File: src/rtl/fetch_unit.sv
// rtl/fetch_unit.sv - instruction fetch stage: PC, single-word imem fetch, hold-until-consumed
module fetch_unit #(
    parameter logic [31:0] RESET_PC     = 32'h0000_0000,
    parameter int          IMEM_TIMEOUT = 16,
    parameter logic [31:0] NOP_INSTR    = 32'h0000_0013
) (
    input  logic        clock,
    input  logic        reset,
    output logic        imem_req,
    output logic [31:0] imem_addr,
    input  logic        imem_rvalid,
    input  logic [31:0] imem_rdata,
    output logic [31:0] instr,
    output logic        instr_valid,
    input  logic        instr_ready,
    output logic [31:0] pc,
    output logic [31:0] pc_plus4,
    input  logic        pc_input_sel,
    input  logic [31:0] branch_target,
    output logic        fetch_fault,
    output logic [1:0]  fault_cause
);
    typedef enum logic [1:0] {S_REQ = 2'd0, S_VALID = 2'd1, S_FAULT = 2'd2} state_t;

    localparam int            CW       = $clog2(IMEM_TIMEOUT);
    localparam logic [CW-1:0] CNT_LAST = CW'(IMEM_TIMEOUT - 1);

    state_t        r_state;
    state_t        w_state_next;
    logic [31:0]   r_pc;
    logic [31:0]   r_instr;
    logic [CW-1:0] r_cnt;
    logic [1:0]    r_cause;
    logic [31:0]   w_pc_plus4;
    logic [31:0]   w_next_pc;
    logic          w_timeout;

    assign w_pc_plus4 = r_pc + 32'd4;
    // Bit 0 of a jump target is dropped as JALR does; bit 1 still flags misalignment.
    assign w_next_pc  = pc_input_sel ? {branch_target[31:1], 1'b0} : w_pc_plus4;
    assign w_timeout  = (r_cnt == CNT_LAST);

    always_ff @(posedge clock) begin
        if (reset) r_state <= S_REQ;
        else       r_state <= w_state_next;
    end

    always_comb begin
        w_state_next = r_state;
        case (r_state)
            S_REQ: begin
                if (imem_rvalid)    w_state_next = S_VALID;
                else if (w_timeout) w_state_next = S_FAULT;
            end
            S_VALID: begin
                if (instr_ready) w_state_next = w_next_pc[1] ? S_FAULT : S_REQ;
            end
            default: w_state_next = S_FAULT;
        endcase
    end

    always_ff @(posedge clock) begin
        if (reset) begin
            r_pc    <= RESET_PC;
            r_instr <= NOP_INSTR;
            r_cnt   <= '0;
            r_cause <= 2'd0;
        end else begin
            case (r_state)
                S_REQ: begin
                    if (imem_rvalid) begin
                        r_instr <= imem_rdata;
                        r_cnt   <= '0;
                    end else if (w_timeout) begin
                        r_cause <= 2'd2;
                        r_cnt   <= '0;
                    end else begin
                        r_cnt <= r_cnt + CW'(1);
                    end
                end
                S_VALID: begin
                    if (instr_ready) begin
                        if (w_next_pc[1]) r_cause <= 2'd1;
                        else              r_pc    <= w_next_pc;
                    end
                end
                default: ;
            endcase
        end
    end

    // Outputs are forced quiet while reset is held so a stale state never leaks a request.
    always_comb begin
        imem_req    = 1'b0;
        instr_valid = 1'b0;
        fetch_fault = 1'b0;
        instr       = NOP_INSTR;
        if (!reset) begin
            case (r_state)
                S_REQ:   imem_req = 1'b1;
                S_VALID: begin
                    instr_valid = 1'b1;
                    instr       = r_instr;
                end
                default: fetch_fault = 1'b1;
            endcase
        end
    end

    assign imem_addr   = r_pc;
    assign pc          = r_pc;
    assign pc_plus4    = w_pc_plus4;
    assign fault_cause = r_cause;
endmodule

File: config.mk
export PLATFORM = sky130hd
export DESIGN_NAME = fetch_unit
export DESIGN_NICKNAME = d
export VERILOG_FILES = /design/src/rtl/fetch_unit.sv
export SDC_FILE = /design/constraint.sdc
export NUM_CORES = 1
export LEC_CHECK = 0
export CAP_MARGIN = 10
export CORE_MARGIN = 4
export CORE_UTILIZATION = 43
export DETAILED_ROUTE_END_ITERATION = 12
export PLACE_DENSITY = 0.92
export SYNTH_ARGS = -nofsm -noshare
export SYNTH_HDL_FRONTEND = slang
export SYNTH_SLANG_ARGS = --single-unit
File: constraint.sdc
create_clock -name clock -period 2.3 [get_ports clock]
set_clock_uncertainty 0.1 [all_clocks]
set_input_delay 0.345 -clock clock [delete_from_list [all_inputs] [get_ports clock]]
set_output_delay 0.345 -clock clock [all_outputs]
set_load 0.01 [all_outputs]
; Word level (Yosys, flattened, before mapping)
; Index checks and enable logic that the tools add are counted.
[totals]
wordCells = 42
regBits = 71
[classes]
muxes = 20
n_addsub = 2
n_reduce_logical = 7
bitwise = 1
n_eq_ne = 7
[ops]
columns = op, count
row1 = $mux W32, 3
row2 = $add A32 B3 Y32 const B, 1
row3 = $mux W2, 7
row4 = $mux W4, 2
row5 = $ne A2 B2 Y1 const B, 4
row6 = $pmux W2 S2, 2
row7 = $mux W1, 6
row8 = $reduce_and A5 Y1, 1
row9 = $add A4 B1 Y4 const B, 1
row10 = $eq A4 B4 Y1 const B, 1
row11 = $reduce_and A2 Y1, 2
row12 = $ne A3 B3 Y1 const B, 1
row13 = $reduce_and A3 Y1, 1
row14 = $eq A2 B1 Y1 const B, 1
row15 = $logic_not A2 Y1, 1
row16 = $reduce_bool A2 Y1, 1
row17 = $reduce_or A2 Y1, 1
row18 = $not A1 Y1, 1

; Logic depth before layout (Yosys ltp)
; Gate-level depths: netlist (run 1).
[depth]
ltp_word = 5
ltp_mapped = 7
depth_no_buf = 5

; Worst setup path before layout (run 1)
; OpenSTA, ideal clock, no wires.
[synth_path]
path_kind = register to output
start = reg r_pc[2] (netlist: imem_addr[2])
end = out pc_plus4[26]
setup_slack_ns = -0.068
path_stages_with_launch = 8
arrival_time_ns = 1.923
required_ns = 1.855
path_cell_list = dfxtp_1 ha_1 and3_1 clkbuf_1 and3_1 buf_2 and3_1 xor2_1
[synth_via]
elab_chain_len = 1
[synth_rtl]
columns = element, line
row1 = from (decl), 30  ; logic [31:0] r_pc;
row2 = from (signal assigned), 84  ; else r_pc <= w_next_pc;
row3 = $add A32 B3 Y32, 38  ; assign w_pc_plus4 = r_pc + 32'd4;
row4 = to (decl), 17  ; output logic [31:0] pc_plus4,
; No other way between the ends.

; Worst setup path after layout (run 1)
[layout_path]
start = reg r_pc[10] (netlist: imem_addr[10])
end = out pc_plus4[17]
; Same word-level chain as after synthesis.

==> impl_metrics.toml, run 1 <==
[status]
status = "complete, but fails checks"
violations = "setup timing"

[sta]
period_share = 1.03
min_period_ns = 2.36
tightest_slew_ns = 0.763
totalNegativeSetupSlack_ns = -0.209
maxSlewViolCount = 0
rsz0062_at_grt = "yes"
relSlewSlack = 0.490
fmax_ghz = 0.424
worst_slack_ns = -0.0593
hold_viol_final = 0
finalSetupViolations = 5

[global_route]
track_usage = 0.291
antenna_found_initial = 0
grt_pass1_vias = 5966
grt_first_pass_wirelength_mm = 30.0
grt_start_max_net_pins = 74
overflow = 0

[worst_setup_path]
crit_fanout = 6
startpoint_type = "flop"
cp_slowest_stage_delay_ns = 0.41
r2r-start = "imem_addr[26]"
cp.required_ns = 1.86
cp_common_cell = "buf_4"
critPathBufInv = 3
r2r_cells = 7
reg2reg_slack_ns = 0.28
crit_arrival_ns = 1.91
timing.rr.end = "imem_addr[31]"
path_class = "reg -> out"
cp_slowest_cell = "dfxtp_2"
critPathTopFamily = "simple AND/OR/NAND/NOR gates"
cp-end-kind = "primary output"
cp_cell_sequence = "nand2_2 -> buf_4 -> nor4_4 -> buf_4 -> nand3_4 -> xnor2_2 -> buf_2"

[drt]
drtAntennaViolNets = 0
dr.first_iter.drc_count = 575
first_pass_iters = 5
avgRoutedWirePerCell_um = 20.2
drc = 0
vias = 6064
vias_per_cell = 6.09
totalWireLength_mm = 20.1

[power]
p_sw_mw = 0.952
total_power_mw = 3.20
clkPwrFrac = 0.357
power_frac_seq = 0.417
ir_drop_mv = 0.364
pwr-share-comb = 0.226
p_leak_nw = 3.46
p_int_mw = 2.25
sw_frac_of_total = 0.297
powerDensity_mw_per_mm2 = 420

[place]
dp.cells = 955
preCtsSetupSlack_ns = -0.173
dp_hpwl_mm = 13.6
numPortBuffers = 194
gp_congestion = 0.965
place_area_mm2 = 0.00696

[clocking]
htreeDepth = 3
cts_buffers = 9
cts_tree = "built"
cts_root_buf = "clkbuf_8"
insertion_delay_ns = 0.35
clock_sinks = 70
clkSlewWorstSetupHoldPaths_ns = 0.07
cts_max_path_buffers = 2
cts_hold_buf = 0

[logic_synthesis]
synth_top_area_cell = "dfxtp_1"
syn-cell-area_mm2 = 0.00466
ys_types = 71
synthTopCellsByArea = "dfxtp_1 30%, nand2_1 7.7%, buf_4 5.8%"
synth_edf_count = 0
async_reset_ff_frac = 0
synth_ff_type = "dfxtp_1"
syn_area_per_cell_um2 = 7.59
yosysWarnings = 0
ys_seq_area_frac = 0.301
synth-seq-cells = 70
synth.top_cell.area_share = 0.301
synth_cells = 614

[job]
cap_viol_max_count = 0

[cells_and_area]
final-instance-count-excl-fill = 996
layout-drive-gt1-share = 0.270
design_area_mm2 = 0.00762
diodes = 0
finalNetCount = 926
area_delta_synth_final_pct = 63.6

[floorplan]
dieArea_mm2 = 0.0126
start_util = 0.447
die_y_um = 112
rows = 37
ios = 202
die_w_um = 112
core-area_mm2 = 0.0104

[worst_hold_path]
hold-path-cell-count = 2
min-delay-start = "r_instr[11]"
hold_path.class = "reg -> reg"
min_to = "r_instr[11]"
worst max-delay path by stage:
stage / endpoint / startpoint / cells past startpoint
after global placement: pc_plus4[26] / imem_addr[2] / 6
after CTS: pc_plus4[16] / imem_addr[9] / 7
after detailed placement: pc_plus4[16] / imem_addr[9] / 7
after global routing: pc_plus4[17] / imem_addr[10] / 7
after floorplan: pc_plus4[26] / imem_addr[2] / 7
final: pc_plus4[17] / imem_addr[10] / 7
sequential cells by signal, indices dropped and copies added, names as in the netlist:
signal       count
fault_cause      2
imem_addr       30
r_instr         32
r_state          2
r_cnt            4
cell type report:
type | instances | area (µm²)
multi-input cells | 452 | 2910
repair buffers | 311 | 2830
fillers | 744 | 2800
flip-flops and latches | 70 | 1450
well taps | 136 | 170
clock buffers | 9 | 124
clock inverters | 7 | 96.3
inverters | 11 | 41.3
power groups by stage:
stage,sequential (mW),combinational [mW],clock (mW)
detailed placement,1.36,0.709,0
finish,1.33,0.724,1.14
CTS,1.33,0.705,1.14
global placement,1.35,0.680,0
global route,1.34,0.775,1.20
floorplan,1.36,0.343,0
cell usage in the layout, fill, tap and decap left out, types with 9 or more instances in the layout:
cell and instances:
o21ai_0 19, clkdlybuf4s50_1 136, dlymetal6s2s_1 24, nand3_1 22, dlygate4sd2_1 10, dfxtp_2 16
xnor2_1 16, dfxtp_1 46, nand4_1 18, a31oi_1 10, and2_1 33, nor3_1 15
buf_4 106, nor2_1 15, nand2_1 90, and3_1 10, inv_1 10, a21oi_1 51
clkbuf_8 9, buf_2 19
tightest hold or removal path: cells and delay by family, from the launching register on:
kind	cells	cell delay (ns)
AOI/OAI and AO/OA	1	0.05
DFF	1	0.31
and+or+nand+nor	1	0.05
cells in the mapped netlist, types with 3 or more instances:
master    count
nand2_1      95
xnor2_1      20
nor3_1       19
a21boi_0      4
and3_1       16
or4_1         3
buf_4        36
a211oi_1      7
nand3b_1      6
o32ai_1       4
o211ai_1      4
clkbuf_1     38
nand3_1      28
a21oi_1      51
o31ai_1       7
o21a_1        3
buf_6         3
a22oi_1       6
inv_1        10
and4_1        3
dfxtp_1      70
nor4_1        5
nand2b_1      7
clkbuf_8      3
nor2_1       18
xor2_1        6
a31oi_1      10
and2_1       34
nand4_1      18
a311o_1       7
o21ai_0      20
what timing repair did:
item | in CTS | in global routing
buffers inserted | 15 | 11
endpoints found under the setup margin | 55 | 43
pin swaps | 15 | 19
resized for setup | 136 | 67
routing by layer:
layer / share of wire / vias to the layer above / GRT usage
li1: - / 2631 / -
met1: 0.36 / 2807 / 0.338
met2: 0.48 / 454 / 0.491
met3: 0.087 / 172 / 0.0555
met4: 0.076 / 0 / 0.183
met5: 0 / - / 0
metrics by stage:
step                       util  hold WS (ns)
final                     0.731         0.352
after global routing      0.731         0.379
after CTS                 0.709         0.353
after detailed placement  0.668         0.343
after global placement    0.668         0.337
after floorplan               -         0.329
logic make-up (layout without fill, tap and decap cells):
group                    count (synthesis)  in the layout  share of synthesized area
multiplexers                             2              2                    0.00457
other                                    1              6                   0.000805
buffers and inverters                   97            338                      0.125
XOR/XNOR                                26             26                     0.0489
flip-flops                              70             70                      0.301
AO/OA/AOI/OAI                          140            140                      0.195
AND/OR/NAND/NOR                        276            276                      0.319
adder cells (fa/ha/maj)                  2              2                    0.00537
Power figures use the tool's default switching activity.
==> run 2: changes to the inputs <==
CORE_MARGIN = 3   (was 4)
PLACE_DENSITY = default   (was 0.92)
PLACE_DENSITY_LB_ADDON = 0.12   (was default)
==> run 2 against run 1 <==
The flow still finishes with violations (setup timing); final cell count up 0.50%; register-to-register slack worse by 0.24 ns; wire length down 14%; setup slack better by 0.034 ns; die area down 3.5%; non-clock buffer count up 6; first-iteration DRC count down 39%; hold slack about the same; global-route usage down 2.4 points; sequential share of layout area down 0.22 points; combinational power up 2%; flip-flop and latch count unchanged.
==> impl_metrics.toml, run 2 (same netlist as run 1, synthesis figures left out) <==
[status]
status = "complete, but fails checks"
violations = "setup timing"

[worst_setup_path]
cp.required_ns = 1.86
cp-end-kind = "primary output"
cp_slowest_stage_delay_ns = 0.38
crit_fanout = 4
cp_cell_sequence = "nand4_4 -> nor4_4 -> buf_4 -> buf_4 -> nand3_4 -> xnor2_4 -> buf_6"
cp_common_cell = "buf_4"
critPathTopFamily = "simple AND/OR/NAND/NOR gates"
path_class = "reg -> out"
crit_arrival_ns = 1.88
critPathBufInv = 3
cp_slowest_cell = "dfxtp_4"
startpoint_type = "flop"

[clocking]
cts_hold_buf = 0
cts_tree = "built"
clkSlewWorstSetupHoldPaths_ns = 0.07
cts_root_buf = "clkbuf_8"
htreeDepth = 3
cts_buffers = 9
insertion_delay_ns = 0.35
clock_sinks = 70
cts_max_path_buffers = 2

[floorplan]
dieArea_mm2 = 0.0121
rows = 37
start_util = 0.447
die_y_um = 110
die_w_um = 110
core-area_mm2 = 0.0104
ios = 202

[place]
dp.cells = 957
preCtsSetupSlack_ns = -0.118
dp_hpwl_mm = 12.0
numPortBuffers = 194
place_area_mm2 = 0.00698
gp_congestion = 0.911

[power]
total_power_mw = 3.06
power_frac_seq = 0.433
p_sw_mw = 0.916
pwr-share-comb = 0.240
p_int_mw = 2.15
ir_drop_mv = 0.242
p_leak_nw = 3.21
powerDensity_mw_per_mm2 = 398
sw_frac_of_total = 0.299
clkPwrFrac = 0.327

[job]
cap_viol_max_count = 0

[cells_and_area]
final-instance-count-excl-fill = 1001
final.fill_count = 799
diodes = 0
layout-drive-gt1-share = 0.291
top_register = "r_instr"
design_area_mm2 = 0.00770
finalNetCount = 932
final_common_cell = "clkdlybuf4s50_1"
largest_reg_flops = 32
mostFrequentLayoutCells = "136 x clkdlybuf4s50_1, 108 x buf_4, 91 x nand2_1"
area_delta_synth_final_pct = 65.3

[global_route]
antenna_found_initial = 0
overflow = 0
grt_pass1_vias = 5127
track_usage = 0.267
grt_start_max_net_pins = 46
grt_first_pass_wirelength_mm = 25.8

[sta]
maxSlewViolCount = 0
relSlewSlack = 0.589
period_share = 1.01
hold_viol_final = 0
min_period_ns = 2.32
tightest_slew_ns = 0.614
worst_slack_ns = -0.0248
finalSetupViolations = 2
rsz0062_at_grt = "yes"
fmax_ghz = 0.430

[drt]
dr.first_iter.drc_count = 351
vias = 5586
drc = 0
drtAntennaViolNets = 0
avgRoutedWirePerCell_um = 17.2
first_pass_iters = 6
totalWireLength_mm = 17.2
vias_per_cell = 5.58

[worst_hold_path]
hold_path.class = "reg -> reg"
[run 2: routing by layer]
layer / track usage / part of all wire / vias to the layer above
li1: - / - / 2647
met1: 0.361 / 0.41 / 2629
met2: 0.437 / 0.48 / 286
met3: 0.0402 / 0.092 / 24
met4: 0.0837 / 0.013 / 0
met5: 0 / 0 / -
[run 2: worst paths after layout]
kind	start	endpoint	slack [ns]	cells past startpoint
worst min-delay path	r_instr[25]	r_instr[25]	0.35	2
worst max register to register	imem_addr[14]	imem_addr[17]	0.04	11
worst max-delay path	imem_addr[8]	pc_plus4[30]	-0.02	7
worst min register to register	r_instr[25]	r_instr[25]	0.35	2
[run 2: power groups by stage]
stage | logic, mW | clock network, mW | registers, mW
after floorplan | 0.343 | 0 | 1.36
after global placement | 0.689 | 0 | 1.35
after detailed placement | 0.701 | 0 | 1.35
after CTS | 0.716 | 1.02 | 1.33
after global routing | 0.791 | 1.08 | 1.33
final | 0.735 | 1.00 | 1.33
[run 2: final cells by class]
| class | count | area (µm²) | area share |
|---|---|---|---|
| Multi-Input combinational cell | 452 | 2980 | 0.387 |
| Timing Repair Buffer | 317 | 2870 | 0.373 |
| Sequential cell | 70 | 1450 | 0.188 |
| Tap cell | 136 | 170 | 0.0221 |
| Clock buffer | 9 | 124 | 0.0161 |
| Clock inverter | 6 | 62.6 | 0.00812 |
| Inverter | 11 | 41.3 | 0.00536 |
[run 2: timing repair]
action	CTS	global route
hold endpoints to repair	0	0
setup buffers	25	7
pin swaps	17	30
endpoints found under the setup margin	55	41
resized for setup	192	55
cloned	2	0
[run 2: metrics by stage]
| stage | utilization | hold slack (ns) | setup TNS [ns] |
|---|---|---|---|
| detailed placement | 0.670 | 0.342 | -1.19 |
| CTS | 0.721 | 0.353 | -0.317 |
| global placement | 0.670 | 0.337 | -0.853 |
| global route | 0.739 | 0.372 | -0.655 |
| finish | 0.739 | 0.351 | -0.0433 |
| floorplan | - | 0.329 | 0 |
[run 2: tightest hold or removal path: stages (launching register included)]
cell	delay, ns
dfxtp_1	0.31
nand2_1	0.05
a21oi_1	0.05
==> run 3: changes to the inputs <==
CORE_ASPECT_RATIO = 0.75   (was default)
==> run 3 against run 2 <==
The flow still finishes with violations (setup timing); via count is 2.9% higher; maximum frequency is 1.9% lower; setup slack worse by 0.044 ns; sequential power hardly changed; die area is 0.11% higher; highest routed layer unchanged.
==> impl_metrics.toml, run 3 (same netlist as run 1, synthesis figures left out) <==
[power]
p_leak_nw = 3.77
total_power_mw = 3.81
powerDensity_mw_per_mm2 = 481
ir_drop_mv = 0.418

[clocking]
cts_max_path_buffers = 2
cts_hold_buf = 0
cts_buffers = 9
htreeDepth = 3
cts_root_buf = "clkbuf_16"
cts_tree = "built"
clock_sinks = 70
clkSlewWorstSetupHoldPaths_ns = 0.06
insertion_delay_ns = 0.34

[place]
numPortBuffers = 194
gp_congestion = 0.953
dp_hpwl_mm = 13.0

[cells_and_area]
multi_input_area_mm2 = 0.00294
finalNetCount = 935
area_delta_synth_final_pct = 70.2
diodes = 0
mostFrequentLayoutCells = "135 x clkdlybuf4s50_1, 111 x buf_4, 90 x nand2_1"
area.sequential_mm2 = 0.00146
largest_reg_flops = 32
layout-drive-gt1-share = 0.276
final_common_cell = "clkdlybuf4s50_1"
final.fill_count = 760
top_register = "r_instr"

[floorplan]
rows = 32
dieArea_mm2 = 0.0121
die_w_um = 126
start_util = 0.447
core-area_mm2 = 0.0104
ios = 202
die_y_um = 96.1

[drt]
drtAntennaViolNets = 0
avgRoutedWirePerCell_um = 18.7
dr.first_iter.drc_count = 471
vias_per_cell = 5.72
drc = 0
totalWireLength_mm = 18.8
first_pass_iters = 5
vias = 5748

[sta]
totalNegativeSetupSlack_ns = -0.0691
whs_ns = 0.350
min_period_ns = 2.37
finalSetupViolations = 1
period_share = 1.03
maxSlewViolCount = 0
worst_slack_ns = -0.0691
rsz0062_at_grt = "yes"
fmax_ghz = 0.422
hold_viol_final = 0

[job]
cap_viol_max_count = 0

[worst_hold_path]
min_to = "r_instr[3]"
hold-path-cell-count = 2
hold_path.class = "reg -> reg"
min-delay-start = "r_instr[3]"

[global_route]
grt_pass1_vias = 5322
grt_start_max_net_pins = 34
grt_first_pass_wirelength_mm = 27.4
antenna_found_initial = 0
track_usage = 0.282
overflow = 0

[worst_setup_path]
r2r_cells = 6
reg2reg_slack_ns = 0.28
cp-end-kind = "primary output"
startpoint_type = "flop"
crit_arrival_ns = 1.92
path_class = "reg -> out"
r2r-start = "r_state[1]"
cp.required_ns = 1.86
crit_fanout = 3
timing.rr.end = "imem_addr[26]"

[status]
status = "complete, but fails checks"
violations = "setup timing"
## run 3: final cells by class
cell class              count  share of cell area
well taps                 136              0.0215
repair buffers            320               0.372
clock inverters             7              0.0180
inverters                  11             0.00521
clock buffers               9              0.0284
multi-input cells         452               0.371
flip-flops and latches     70               0.184
## run 3: worst max path at each step
stage                              end  cells past startpoint    startpoint  slack [ns]
after floorplan           pc_plus4[26]                      7  imem_addr[2]        0.06
after global placement    pc_plus4[17]                      6  imem_addr[9]       -0.15
after detailed placement  pc_plus4[26]                      6  imem_addr[3]       -0.16
after CTS                 pc_plus4[17]                      6  imem_addr[9]       -0.09
after global routing      pc_plus4[31]                      6  imem_addr[6]       -0.11
final                     pc_plus4[31]                      6  imem_addr[6]       -0.07
## run 3: report_power, final
group	total (mW)	switching [mW]	internal, mW
logic	0.746	0.367	0.379
clock network	1.74	0.566	1.17
registers	1.32	0.0506	1.27
## run 3: critical path: stages (launching register included)
cell and delay (ns):
dfxtp_4 0.37, nand4_4 0.14, nor4_4 0.32, buf_4 0.16
nand4_1 0.21, xnor2_1 0.23, buf_2 0.16
## run 3: timing repair
| action | 4_1_cts | 5_1_grt |
|---|---|---|
| resized for setup | 125 | 88 |
| pin swaps | 14 | 28 |
| buffers inserted | 13 | 13 |
| endpoints found under the setup margin | 26 | 53 |
| gates cloned | 0 | 2 |
## run 3: stage by stage
stage	cell area [µm²]	cells	util	setup slack (ns)
6_report	7930	1005	0.762	-0.0691
5_1_grt	7930	1005	0.762	-0.115
4_1_cts	7600	993	0.730	-0.0927
3_5_place_dp	7030	965	0.675	-0.158
3_3_place_gp	7030	965	0.675	-0.150
2_1_floorplan	4680	619	-	0.0605
## run 3: routing by layer
| metal | up-vias | global-route usage | part of all wire |
|---|---|---|---|
| li1 | 2659 | - | - |
| met1 | 2740 | 0.385 | 0.44 |
| met2 | 309 | 0.428 | 0.45 |
| met3 | 40 | 0.0910 | 0.085 |
| met4 | 0 | 0.0839 | 0.023 |
| met5 | - | 0 | 0 |
